`config.mk`:
```
export PLATFORM = sky130hd
export DESIGN_NAME = instruction_fetch_unit
export DESIGN_NICKNAME = d
export VERILOG_FILES = /design/src/rtl/instruction_fetch_unit_pkg.sv /design/src/rtl/instruction_fetch_unit_timeout_counter.sv /design/src/rtl/instruction_fetch_unit.sv
export SDC_FILE = /design/constraint.sdc
export NUM_CORES = 1
export LEC_CHECK = 0
export CORE_MARGIN = 2
export CORE_UTILIZATION = 45
export DETAILED_ROUTE_END_ITERATION = 10
export PLACE_DENSITY = 0.71
export SYNTH_ARGS = -nofsm -noshare
export SYNTH_HDL_FRONTEND = slang
export SYNTH_SLANG_ARGS = --single-unit
```
`constraint.sdc`:
```
create_clock -name clock -period 4.8 [get_ports clock]
set_clock_uncertainty 0.1 [all_clocks]
set_input_delay 0.96 -clock clock [delete_from_list [all_inputs] [get_ports clock]]
set_output_delay 0.96 -clock clock [all_outputs]
set_load 0.005 [all_outputs]
```
`src/rtl/instruction_fetch_unit_pkg.sv`:
```
// Shared CPU definitions used by the instruction fetch unit: state encoding,
// fault causes, bus size code and the default reset vector.
package instruction_fetch_unit_pkg;

  typedef enum logic [1:0] {
    IDLE  = 2'd0,
    BUS   = 2'd1,
    DONE  = 2'd2,
    FAULT = 2'd3
  } fetchState_t;

  typedef enum logic {
    FAULT_MISALIGNED = 1'b0,
    FAULT_TIMEOUT    = 1'b1
  } faultCause_t;

  localparam logic [1:0]  BUS_SIZE_WORD        = 2'b10;
  localparam logic [31:0] DEFAULT_RESET_VECTOR = 32'he0000000;

  function automatic logic isWordAligned(input logic [31:0] address);
    return address[1:0] == 2'b00;
  endfunction

endpackage

```
`src/rtl/instruction_fetch_unit_timeout_counter.sv`:
```
// Counts wait-state cycles of one bus transfer; expired fires in the wait
// cycle that makes the count reach TIMEOUT_CYCLES (never when that is 0).
module fetch_timeout_counter #(
  parameter int TIMEOUT_CYCLES = 255
) (
  input  logic clock,
  input  logic reset,
  input  logic clear,
  input  logic increment,
  output logic expired
);

  localparam int COUNT_WIDTH = (TIMEOUT_CYCLES > 0) ? $clog2(TIMEOUT_CYCLES + 1) : 1;

  logic [COUNT_WIDTH-1:0] count;

  always_ff @(posedge clock or posedge reset) begin
    if (reset) begin
      count <= '0;
    end else if (clear) begin
      count <= '0;
    end else if (increment) begin
      count <= count + COUNT_WIDTH'(1);
    end
  end

  generate
    if (TIMEOUT_CYCLES == 0) begin : gNoTimeout
      assign expired = 1'b0;
    end else begin : gTimeout
      assign expired = increment && (count == COUNT_WIDTH'(TIMEOUT_CYCLES - 1));
    end
  endgenerate

endmodule

```
`src/rtl/instruction_fetch_unit.sv`:
```
// Owns the program counter and performs one word read per fetch request,
// writing the instruction register in the cycle the bus delivers the word.
module instruction_fetch_unit
  import instruction_fetch_unit_pkg::*;
#(
  parameter logic [31:0] RESET_VECTOR   = DEFAULT_RESET_VECTOR,
  parameter int          TIMEOUT_CYCLES = 255
) (
  input  logic        clock,
  input  logic        reset,
  input  logic        fetchStart,
  input  logic        pcLoadEnable,
  input  logic [31:0] pcLoadValue,
  input  logic        busWait,
  output logic        busEnable,
  output logic        busWrite,
  output logic [1:0]  busSize,
  output logic [31:0] busAddress,
  output logic        instructionRegisterWriteEnable,
  output logic [31:0] programCounter,
  output logic [31:0] fetchedPc,
  output logic        fetchDone,
  output logic        fetchFaultMisaligned,
  output logic        fetchFaultTimeout
);

  fetchState_t state, nextState;
  faultCause_t faultCause;
  logic        pendingValid;
  logic [31:0] pendingPc;
  logic [31:0] effectivePc;
  logic        startAligned;
  logic        timeoutExpired;

  // A redirect in the same cycle as a fetch request decides the fetch address.
  assign effectivePc  = pcLoadEnable ? pcLoadValue : programCounter;
  assign startAligned = (state == IDLE) && fetchStart && isWordAligned(effectivePc);

  fetch_timeout_counter #(
    .TIMEOUT_CYCLES(TIMEOUT_CYCLES)
  ) timeoutCounter (
    .clock    (clock),
    .reset    (reset),
    .clear    (startAligned),
    .increment((state == BUS) && busWait),
    .expired  (timeoutExpired)
  );

  always_ff @(posedge clock or posedge reset) begin
    if (reset) begin
      state <= IDLE;
    end else begin
      state <= nextState;
    end
  end

  always_comb begin
    nextState = state;
    unique case (state)
      IDLE:    if (fetchStart) nextState = isWordAligned(effectivePc) ? BUS : FAULT;
      BUS:     if (!busWait) nextState = DONE;
               else if (timeoutExpired) nextState = FAULT;
      DONE:    nextState = IDLE;
      FAULT:   nextState = IDLE;
      default: nextState = IDLE;
    endcase
  end

  always_comb begin
    busEnable                      = (state == BUS);
    instructionRegisterWriteEnable = (state == BUS) && !busWait;
    fetchDone                      = (state == DONE);
    fetchFaultMisaligned           = (state == FAULT) && (faultCause == FAULT_MISALIGNED);
    fetchFaultTimeout              = (state == FAULT) && (faultCause == FAULT_TIMEOUT);
  end

  assign busWrite   = 1'b0;
  assign busSize    = BUS_SIZE_WORD;
  assign busAddress = programCounter;

  // Redirects arriving mid-transfer are parked and applied when BUS is left.
  always_ff @(posedge clock or posedge reset) begin
    if (reset) begin
      programCounter <= RESET_VECTOR;
      fetchedPc      <= RESET_VECTOR;
      pendingValid   <= 1'b0;
      pendingPc      <= '0;
      faultCause     <= FAULT_MISALIGNED;
    end else if (state == BUS) begin
      if (!busWait || timeoutExpired) begin
        if (pcLoadEnable) begin
          programCounter <= pcLoadValue;
        end else if (pendingValid) begin
          programCounter <= pendingPc;
        end else if (!busWait) begin
          programCounter <= programCounter + 32'd4;
        end
        if (!busWait) begin
          fetchedPc <= programCounter;
        end else begin
          faultCause <= FAULT_TIMEOUT;
        end
        pendingValid <= 1'b0;
      end else if (pcLoadEnable) begin
        pendingValid <= 1'b1;
        pendingPc    <= pcLoadValue;
      end
    end else begin
      pendingValid <= 1'b0;
      if (pcLoadEnable) begin
        programCounter <= pcLoadValue;
      end
      if ((state == IDLE) && fetchStart && !isWordAligned(effectivePc)) begin
        faultCause <= FAULT_MISALIGNED;
      end
    end
  end

endmodule

```
==> results of run 1 <==
[layer usage]
metal	GRT usage, %	up-vias	share of wire, %
met5	0	-	0
met4	5.00	0	1.2
met3	4.29	16	6.4
met2	36.3	173	49
met1	29.1	2271	44
li1	-	2106	-
[cells in the final DEF, fill, tap and decap left out, drive strengths merged, types with 13 or more instances in the layout]
master / synthesis / layout
clkdlybuf4s50: 0 / 137
dfrtp: 102 / 102
mux2: 65 / 65
o21ai: 44 / 44
nand2: 35 / 35
nor2: 34 / 34
a21oi: 15 / 15
nor3: 15 / 15
nand3: 14 / 14
nand4: 13 / 13
[kinds of logic (layout without fill, tap and decap cells)]
family | after synthesis | count (layout) | synth area share (%)
compound gates | 127 | 127 | 15.2
xor+xnor | 6 | 6 | 0.936
fa+ha+maj | 3 | 3 | 0.669
buf+inv | 77 | 171 | 7.93
flops | 108 | 108 | 48.3
mux | 66 | 66 | 13.2
other cells | 2 | 3 | 0.134
simple gates | 145 | 145 | 13.7
[through the flow]
stage                     instance area (sq um)  instances  util, %  power, mW
after floorplan                            5620        535        -       2.40
after global placement                     6880        782     56.8       3.10
after detailed placement                   6880        782     56.8       3.15
after CTS                                  7150        797     59.0       3.85
after global routing                       7150        797     59.0       4.07
final                                      7150        797     59.0       3.81
[critical path: stages]
cell,delay (ns)
sky130_fd_sc_hd__clkdlybuf4s50_1,0.52
sky130_fd_sc_hd__nor2_4,0.19
sky130_fd_sc_hd__clkdlybuf4s50_1,0.52
[worst max-delay path by stage]
stage                     startpoint  slack, ns  cells after the start                        endpoint
final                        busWait       1.55                      3  instructionRegisterWriteEnable
after global routing         busWait       1.37                      7                  busAddress[17]
after CTS                    busWait       1.56                      3  instructionRegisterWriteEnable
after detailed placement     busWait       1.31                      7                  busAddress[17]
after global placement       busWait       1.37                      7                  busAddress[28]
after floorplan                reset       0.90                      1                   busAddress[0]
[power by group]
group	switching [mW]	internal (mW)
clock network	0.316	0.365
logic	0.529	0.925
registers	0.387	1.29
[state kept, by name (all words and copies together) (netlist names)]
| name | flops |
|---|---|
| busAddress | 32 |
| faultCause | 1 |
| fetchedPc | 32 |
| pendingPc | 32 |
| pendingValid | 1 |
| state | 2 |
| timeoutCounter.count | 8 |
[final cells by class]
| class | count | area (sq um) | area share [%] |
|---|---|---|---|
| Sequential cell | 108 | 2710 | 37.9 |
| Multi-Input combinational cell | 350 | 2470 | 34.6 |
| Clock buffer | 12 | 246 | 3.45 |
| Inverter | 8 | 32.5 | 0.455 |
| Tap cell | 168 | 210 | 2.94 |
| Clock inverter | 3 | 23.8 | 0.333 |
| Timing Repair Buffer | 148 | 1450 | 20.3 |
==> flow_results.org, run 1 <==
** Outcome
- Outcome :: completed

** Worst hold path
- Counting instances, the worst hold path has a depth of 1.
- Worst Min Path Start :: fetchedPc[4]
- Hold EP :: fetchedPc[4]
- The path class of the tightest hold or removal check is reg2reg.

** STA
- Count of final hold-check violations :: 0
- Setup violation total in the final timing report :: 0
- The worst path in the final design needs a cycle of about 3.3 ns, including I/O delays and setup.
- RSZ-0062 raised after global routing :: no
- Headroom to the max-slew limit came out at 49.8%.
- Of the available clock period, the critical path in the final layout requires about two thirds.
- For the pin with the worst max-slew slack, the measured transition is 0.748 ns.
- Hold WS :: between 0.4 and 0.5 ns
- The number of max-slew violations in the final report was 0.
- Maximum frequency from static timing analysis :: 307 MHz
- Setup TNS Final :: 0 ns
- After layout, the worst setup slack is 1.55 ns.

** Floorplanning
- For this configuration, the core starts out at a cell density of 46.4%.
- Core outline area :: 12100 sq um
- From left edge to right edge, the die measures 116 microns.
- During I/O placement, the number of pins put on the boundary was about 140.
- The floorplan step defined a die boundary enclosing 13400 sq um.
- In this run the vertical extent of the chip is roughly 120 microns.
- In this run the core area contains 40 standard-cell rows.

** GRT
- Total overflow reported by the global router :: 0
- The first global-routing pass estimated 22900 microns of wire.
- Total GRT Usage :: 21.6%
- The number of global-route vias before repair is 4527.
- Entering global routing, the biggest net connects 54 pins.
- The number of antenna violations at the first check in global routing was 0.

** Drt
- First-pass iteration count of the detailed router :: 5
- The routed design has 14000 microns of wire.
- Remaining antenna violation count :: 0
- Vias after detailed routing :: 4566
- The detailed router finished its first iteration with 246 violations.
- For this run, design rule violations remaining after detail routing come to 0.
- Dividing the detail-routed via count by the number of cells gives 5.73.
- WL/cell :: 17.5 microns

** Final layout
- The post-route netlist has 17.0% of its cells at a drive strength greater than 1.
- Layout overhead on the synthesized area :: 27.3%
- Antenna fix cells :: 0
- Number of filler cells placed in the layout :: about 1.1k
- NumNets Final :: 665

** Worst setup path
- The critical path is of the in2out type.
- Setup crit end kind :: output pin
- At the worst endpoint, the arrival time is 2.19 ns.
- At the worst endpoint, the required time is 3.74 ns.
- The worst register-to-register path ends at busAddress[28].
- Startpoint types :: input pin
- R2R Setup Slk :: 2.22 ns
- The worst register-to-register path begins at timeoutCounter.count[0].
- In this run the worst path has a maximum fanout of 5.
- Worst reg-to-reg path cell count :: 8

** Synth
- Of the synthesized area, sequential elements account for 48.3%.
- The cell count after synthesis came out at 534.
- List of most frequent post-synthesis cells :: sky130_fd_sc_hd__dfrtp_1, sky130_fd_sc_hd__mux2_2, sky130_fd_sc_hd__o21ai_0
- Distinct cell type count after synthesis :: 56
- YS warnings :: 0
- The synthesized design spends more area on one cell type than any other, namely sky130_fd_sc_hd__dfrtp_1.
- Most frequent cell after synthesis :: sky130_fd_sc_hd__dfrtp_1
- Biggest area contributors in the synthesized netlist :: sky130_fd_sc_hd__dfrtp_1, sky130_fd_sc_hd__mux2_2, sky130_fd_sc_hd__buf_4
- The share of synthesized area in the top cell type comes to a little under half.
- Most instantiated flip-flop cell in the synthesis netlist :: sky130_fd_sc_hd__dfrtp_1
- In this run, synthesis inferred 0 flip-flops with an integrated enable.
- Synth Cell Area :: 5610 sq um
- Share of synthesized registers carrying an async set or reset :: between 90% and 100%
- Synthesis inferred 108 register bits.
- Each instance of the synthesized netlist takes up on average 10.5 sq um.

** Power
- Worst IR Drop VDD :: around 0.31 mV
- Leakage dissipation :: 2.86 nW
- In this run the power density over the cells is 534 nW/um^2.

** Clock tree
- The clock passes through at most 2 buffers.
- The number of setup buffers added after CTS is 0.
- Clock latency on the worst-skew pair, taken at its later pin, is 0.34 ns.
- In this run, CTS created clock tree buffers numbering 9.
- Post-cts hold buffer count :: 0
- TritonCTS clock tree :: done
- The H-tree was split into 3 levels.
- After clock tree synthesis, the clock-pin slew on the worst setup and hold paths is 0.06 ns.
- CTS saw 108 sinks.
- Root cell of the clock tree :: sky130_fd_sc_hd__clkbuf_16
- # resized after CTS :: 0

** Placed design
- The count of buffers added on input and output ports is 137.
- Once detailed placement completed, the half-perimeter wirelength came to 9740 microns.
- Prior to clock tree synthesis, the placed netlist has a worst setup slack of 1.31 ns.
- RD Place Congestion :: between 0.8 and 0.9

** Job
- Max Cap Viol :: 0
(Power assumes the default switching activity.)
==> run 2: changes to the inputs <==
--- a/config.mk
+++ b/config.mk
@@ -8,7 +8,7 @@
 export CORE_MARGIN = 2
 export CORE_UTILIZATION = 45
 export DETAILED_ROUTE_END_ITERATION = 10
-export PLACE_DENSITY = 0.71
+export PLACE_DENSITY = 0.74
 export SYNTH_ARGS = -nofsm -noshare
 export SYNTH_HDL_FRONTEND = slang
 export SYNTH_SLANG_ARGS = --single-unit
==> constraint.sdc (replaced) <==
create_clock -name clock -period 2.7 [get_ports clock]
set_clock_uncertainty 0.1 [all_clocks]
set_input_delay 0.54 -clock clock [delete_from_list [all_inputs] [get_ports clock]]
set_output_delay 0.54 -clock clock [all_outputs]
set_load 0.005 [all_outputs]
==> flow_results.org, run 2 (synthesized netlist as in run 1, its figures left out) <==
** Clock tree
- The hold-fix buffer count after cts was 0 (unchanged).
- TritonCTS built the clock tree.
- Post-CTS setup buffers :: 0 (unchanged)
- The depth of the CTS H-tree is 3 (unchanged).
- Total clock buffers created by CTS :: 9 (unchanged)
- # resized after CTS :: 0 (unchanged)
- Clock latency at the later pin of the worst-skew pair :: 0.36 ns (+0.02 ns)
- Maximum buffer depth of the clock tree :: 2 (unchanged)
- Clock transition at the registers of the reported paths :: 0.07 ns (about the same)
- The TritonCTS sink count is 108 (unchanged).
- Root cell of the clock tree :: sky130_fd_sc_hd__clkbuf_16

** Floorplanning
- The full die area was 13400 sq um (unchanged).
- Row count :: 40 (unchanged)
- The core footprint came to 12100 sq um (unchanged).
- The initial core utilization was 46.4% (unchanged).
- I/O pins :: 141 (unchanged)
- Chip Width :: 116 microns (unchanged)
- Die Y :: 116 microns (unchanged)

** Final layout
- The fraction of final layout cells with drive strength greater than 1 is 19.9% (+2.9 points).
- The footprint of the multi-input gates was 2470 sq um (unchanged).
- The antenna diode count is 0 (unchanged).
- NumNets Final :: 684 (+2.9%)
- The fill cell total of the finished layout was 1038 (-5.0%).
- The core occupancy in the finished layout was 60.6% (+1.6 points).
- Highest-count cells in the layout ignoring fill and taps :: sky130_fd_sc_hd__clkdlybuf4s50_1, sky130_fd_sc_hd__dfrtp_1, sky130_fd_sc_hd__mux2_2
- Most common cell after layout, fill and taps aside :: sky130_fd_sc_hd__clkdlybuf4s50_1
- Compared with the post-synthesis result, the final layout area differs by 30.8%.
- Area occupied by registers :: 2710 sq um (unchanged)

** GRT
- Global-route wire length before repair :: 23600 microns (+2.8%)
- Number of global-route vias before repair :: 4618 (+2.0%)
- The sum of overflow across all layers after global routing came to 0 (unchanged).
- The met1 global-route usage is 29.4% (+0.37 points).
- The all-layer global routing usage is 22.5% (+0.90 points).
- The global routing met3 resource utilization came to 4.13% (-0.16 points).
- Largest net degree at the start of global routing :: 52 (-3.7%)
- Most congested layer reported by global routing :: met2
- Met2 usage in global routing :: 37.0% (+0.66 points)
- The number of antenna violations at the first check in global routing was 0 (unchanged).

** STA
- Derived from the worst setup path, the maximum achievable clock frequency is 392 MHz.
- Max-slew violation count :: 0 (unchanged)
- Setup violation total in the final timing report :: 0 (unchanged)
- PnR worst setup slack :: 0.150 ns (-1.40 ns)
- Post-route fraction of the period consumed by the critical path :: 94.4%
- Max-slew headroom at the worst pin :: 66.4% (+17 points)
- RSZ-0062 raised after global routing :: no
- Setup TNS Final :: 0 ns (unchanged)
- Transition time at the pin with the least slew margin :: 0.503 ns (-0.245 ns)
- Final min period :: roughly 2.6 ns
- Count of final hold-check violations :: 0 (unchanged)

** Power
- Leakage dissipation :: 2.98 nW (+4.0%)
- The total power per unit cell area is 953 nW/um^2 (+79%).
- The logic gate share of total power came to 40.0% (+1.9 points).
- The total internal power is 4.69 mW (+82%).
- The largest voltage drop on the vdd net was 0.447 mV (+42%).
- The power share of the clock group was 18.4% (+0.5 points).
- The fraction of power spent switching nets was 32.9% (+0.62 points).
- Switching power of the nets :: 2.31 mW (+87%)
- Sequential power share :: 41.6% (-2.4 points)
- The total chip power was 7.00 mW (+84%).

** Drt
- First-pass iteration count of the detailed router :: 5 (unchanged)
- Remaining antenna violation count :: 0 (unchanged)
- The number of vias per cell after detailed routing is 5.74 (+0.22%).
- The initial DRC count is 286 (+16%).
- The routed wire length was 14700 microns (+5.6%).
- The average wire per cell in the routed design came to 18.0 microns (+3.0%).
- The DRC violation count after routing is 0 (unchanged).
- Vias after detailed routing :: 4691 (+2.7%)

** Worst setup path
- Largest stage delay on the critical path :: 0.53 ns (about the same)
- Top delay family on crit path :: buffers and inverters
- The highest net fanout along the worst path was 9 (+4).
- Startpoint types :: flip-flop
- The critical path is of the reg2out type.
- The worst setup path is captured at an output pin.
- The critical path buffer and inverter count was 2 (unchanged).
- The signal on the critical path passes through nand2b_1 -> inv_1 -> clkdlybuf4s50_1.
- Library cell contributing the largest single delay on the critical path :: sky130_fd_sc_hd__clkdlybuf4s50_1
- The worst endpoint data arrival time was 1.91 ns (-0.28 ns).
- The required time at the endpoint of the critical path was 2.06 ns (-1.68 ns).

** Placed design
- RD Place Congestion :: 0.843 (-0.84%)
- The number of buffers added on ports came to 137 (unchanged).
- Post-DP HPWL :: 10300 microns (+5.7%)
- The worst setup slack after placement was 0.145 ns (-1.17 ns).

** Job
- Max Cap Viol :: 0 (unchanged)

** Outcome
- Outcome :: completed

** Worst hold path
- Worst min-delay path class :: reg2reg
[run 2: worst register-to-register path: cells and delay by family (launching register included)]
| kind | cells | cell delay (ns) |
|---|---|---|
| simple gates | 4 | 1.48 |
| flops | 1 | 0.49 |
| compound gates | 1 | 0.16 |
[run 2: stage by stage]
step / cell area (sq um) / hold WS, ns / std cells
after floorplan: 5620 / 0.374 / 535
after global placement: 7060 / 0.382 / 801
after detailed placement: 7060 / 0.394 / 801
after CTS: 7340 / 0.410 / 817
after global routing: 7340 / 0.422 / 817
final: 7340 / 0.406 / 817
[run 2: final cells by class]
| cell class | count | share of cell area, % |
|---|---|---|
| clock buffers | 10 | 3.25 |
| clock inverters | 6 | 0.647 |
| inverters | 8 | 0.460 |
| multi-input cells | 350 | 33.6 |
| flip-flops and latches | 108 | 36.9 |
| well taps | 168 | 2.86 |
| repair buffers | 167 | 22.2 |
[run 2: worst paths after layout]
kind                               startpoint  depth (start not counted)        endpoint  slack [ns]
worst max-delay path                 state[1]                          3       busEnable        0.15
worst min-delay path            pendingPc[27]                          1   pendingPc[27]        0.41
worst max register to register  busAddress[3]                          5  busAddress[31]        0.39
worst min register to register  pendingPc[27]                          1   pendingPc[27]        0.41
max in group asynchronous               reset                          3   fetchedPc[30]        1.42
min in group asynchronous               reset                          2    fetchedPc[6]        0.44
[run 2: routing by layer]
layer,up-vias,part of all wire (%)
met5,-,0
met4,0,2.3
met1,2347,43
li1,2149,-
met3,28,5.2
met2,167,49
[run 2: power by group through the flow]
stage	clock network, mW	registers, mW	logic [mW]
after global placement	0	2.89	2.74
after floorplan	0	2.79	1.48
final	1.29	2.91	2.80
after global routing	1.37	3.01	3.04
after detailed placement	0	2.93	2.81
after CTS	1.31	2.91	2.83
==> run 3: changes to the inputs <==
--- a/config.mk
+++ b/config.mk
@@ -8,7 +8,7 @@
 export CORE_MARGIN = 2
 export CORE_UTILIZATION = 45
 export DETAILED_ROUTE_END_ITERATION = 10
-export PLACE_DENSITY = 0.74
+export PLACE_DENSITY = 0.81
 export SYNTH_ARGS = -nofsm -noshare
 export SYNTH_HDL_FRONTEND = slang
 export SYNTH_SLANG_ARGS = --single-unit
==> flow_results.org, run 3 (synthesized netlist as in run 1, its figures left out) <==
** Outcome
- Outcome :: completed

** Drt
- Number of violations reported at the end of detailed-routing iteration 0 :: 260 (-9.1%)
- The average wire per cell in the routed design came to 18.1 microns (+0.46%).
- The routed wire length came to 14600 microns (-0.65%).
- First-pass iteration count of the detailed router :: 5 (unchanged)
- Remaining antenna violation count :: 0 (unchanged)
- Count of unresolved DRC violations after routing :: 0 (unchanged)
- Vias per Instance :: 5.79 (+0.79%)
- Vias after detailed routing :: 4676 (-0.32%)

** GRT
- The largest net degree at the start of global routing came to 109 (+110%).
- The number of global-route vias before repair came to 4763 (+3.1%).
- The first-pass GRT wire length is 23900 microns (+1.7%).
- The sum of overflow across all layers after global routing came to 0 (unchanged).
- Initial antenna violation count :: 0 (unchanged)
- Total GRT Usage :: 22.6% (+0.17 points)

** Clock tree
- Maximum buffer depth of the clock tree :: 2 (unchanged)
- The hold-fix buffer count after cts was 0 (unchanged).
- Post-CTS setup buffers :: 0 (unchanged)
- Clock Sink Count :: 108 (unchanged)
- The TritonCTS buffer count is 9 (unchanged).
- The depth of the CTS H-tree came to 3 (unchanged).
- The latest clock arrival within the worst-skew pair is 0.36 ns (about the same).
- # resized after CTS :: 0 (unchanged)
- Root cell of the clock tree :: sky130_fd_sc_hd__clkbuf_16
- Clock transition at the registers of the reported paths :: 0.07 ns (about the same)
- TritonCTS built the clock tree.

** Floorplanning
- The initial core utilization is 46.4% (unchanged).
- The floorplan die width came to 116 microns (unchanged).
- The number of rows created at floorplan came to 40 (unchanged).
- Core outline area :: 12100 sq um (unchanged)
- The die outline height is 116 microns (unchanged).
- The number of top-level pins was 141 (unchanged).
- The full die area is 13400 sq um (unchanged).

** Worst setup path
- Setup crit end kind :: output pin
- STA classifies the critical path startpoint as a flip-flop.
- Worst reg-to-reg path cell count :: 5 (unchanged)
- Worst flop-to-flop path startpoint :: busAddress[6]
- The highest net fanout along the worst path was 9 (unchanged).
- The worst endpoint data arrival time is 1.94 ns (+0.03 ns).
- The required time at the endpoint of the critical path was 2.06 ns (about the same).
- R2R Setup Slk :: 0.35 ns (-0.04 ns)
- The worst setup path is of the reg2out kind.
- Crit Reg-Reg Endpoint :: busAddress[31]

** Power
- The total power per unit cell area was 962 nW/um^2 (+0.95%).
- The leakage power summed over all cells is 2.94 nW (-1.2%).
- Worst IR Drop VDD :: 0.461 mV (+3.2%)

** STA
- Hold WS :: 0.407 ns (+0.000723 ns)
- Count of final hold-check violations :: 0 (unchanged)
- Max-slew headroom at the worst pin :: 57.7% (-8.7 points)
- Setup repair after global routing left no endpoint under its margin.
- Final min period :: 2.58 ns (+0.0312 ns)
- Setup TNS Final :: 0 ns (unchanged)
- The number of max-slew violations in the final report is 0 (unchanged).
- Transition time at the pin with the least slew margin :: 0.635 ns (+0.132 ns)
- The final setup violation count was 0 (unchanged).
- The highest achievable clock rate came to 387 MHz (-1.2%).
- PnR worst setup slack :: 0.119 ns (-0.0312 ns)
- The post-route clock period utilization is 95.6% (+1.2 points).

** Placed design
- The cell total after placement is 793 (-1.0%).
- The number of buffers added on ports was 137 (unchanged).
- RD Place Congestion :: 0.846 (+0.38%)
- The worst setup slack after placement came to 0.127 ns (-0.0186 ns).
- The estimated wirelength of the detail-placed design is 9940 microns (-3.4%).

** Final layout
- The library cells used most frequently in the layout, excluding fill and tap cells, are sky130_fd_sc_hd__clkdlybuf4s50_1, sky130_fd_sc_hd__dfrtp_1, sky130_fd_sc_hd__mux2_2.
- The fraction of final layout cells with drive strength greater than 1 was 18.8% (-1.1 points).
- Most common cell after layout, fill and taps aside :: sky130_fd_sc_hd__clkdlybuf4s50_1
- The antenna diode count is 0 (unchanged).
- Relative to the synthesized area, the layout overhead comes to 29.6%.
- The non-filler instance count after layout was 808 (-1.1%).
- The number of nets in the final layout was 676 (-1.2%).

** Worst hold path
- The instance count along the most critical hold path was 1 (unchanged).
- Worst min-delay path class :: reg2reg
- For hold timing, the worst endpoint is fetchedPc[7].
- The startpoint identified for the worst hold timing path is fetchedPc[7].

** Job
- The max-capacitance violation count is 0 (unchanged).
==> run 3: cell types whose count changed in the layout (fill, tap and decap cells not counted), sizes merged <==
cell    previous run  this run
inv                8         7
clkinv             4         3
bufinv             0         1
buf               30        22
==> run 3: worst max-delay path by stage <==
stage                             from             end  slack (ns)  cells past startpoint
after floorplan           pcLoadEnable  busAddress[25]        0.58                      6
after global placement    pcLoadEnable  busAddress[14]        0.18                      7
after detailed placement  pcLoadEnable  busAddress[22]        0.13                      7
after CTS                     state[1]       busEnable        0.13                      3
after global routing          state[0]       busEnable        0.06                      3
final                         state[1]       busEnable        0.12                      3
==> run 3: metal layers <==
layer	wire length [microns]	GRT usage (%)	vias up
li1	-	-	2125
met1	6140	29.2	2334
met2	7220	37.9	198
met3	1110	5.86	19
met4	183	6.67	0
met5	0	0	-
==> run 3: critical path: stages, from the launching register on <==
cell                              delay (ns)
sky130_fd_sc_hd__dfrtp_1                0.49
sky130_fd_sc_hd__nand2b_1               0.33
sky130_fd_sc_hd__inv_1                  0.22
sky130_fd_sc_hd__clkdlybuf4s50_1        0.55
==> run 3: where the power goes <==
group | total, mW | internal [mW] | leakage, nW | switching, mW
Sequential | 2.94 | 2.30 | 1.35 | 0.649
Clock | 1.32 | 0.734 | 0.144 | 0.590
Combinational | 2.73 | 1.71 | 1.45 | 1.03
==> run 3: area by class of cell <==
class                           instances  area (sq um)
Tap cell                              168           210
Inverter                                8          33.8
Clock inverter                          5          52.6
Multi-Input combinational cell        350          2470
Clock buffer                           10           239
Sequential cell                       108          2710
Timing Repair Buffer                  159          1560
Fill cell                            1024          4830
==> run 3: metrics by stage <==
| step | area (sq um) | utilization, % | total power [mW] |
|---|---|---|---|
| 2_1_floorplan | 5620 | - | 4.27 |
| 3_3_place_gp | 6990 | 57.7 | 5.56 |
| 3_5_place_dp | 6990 | 57.7 | 5.70 |
| 4_1_cts | 7280 | 60.1 | 7.04 |
| 5_1_grt | 7280 | 60.1 | 7.43 |
| 6_report | 7280 | 60.1 | 7.00 |
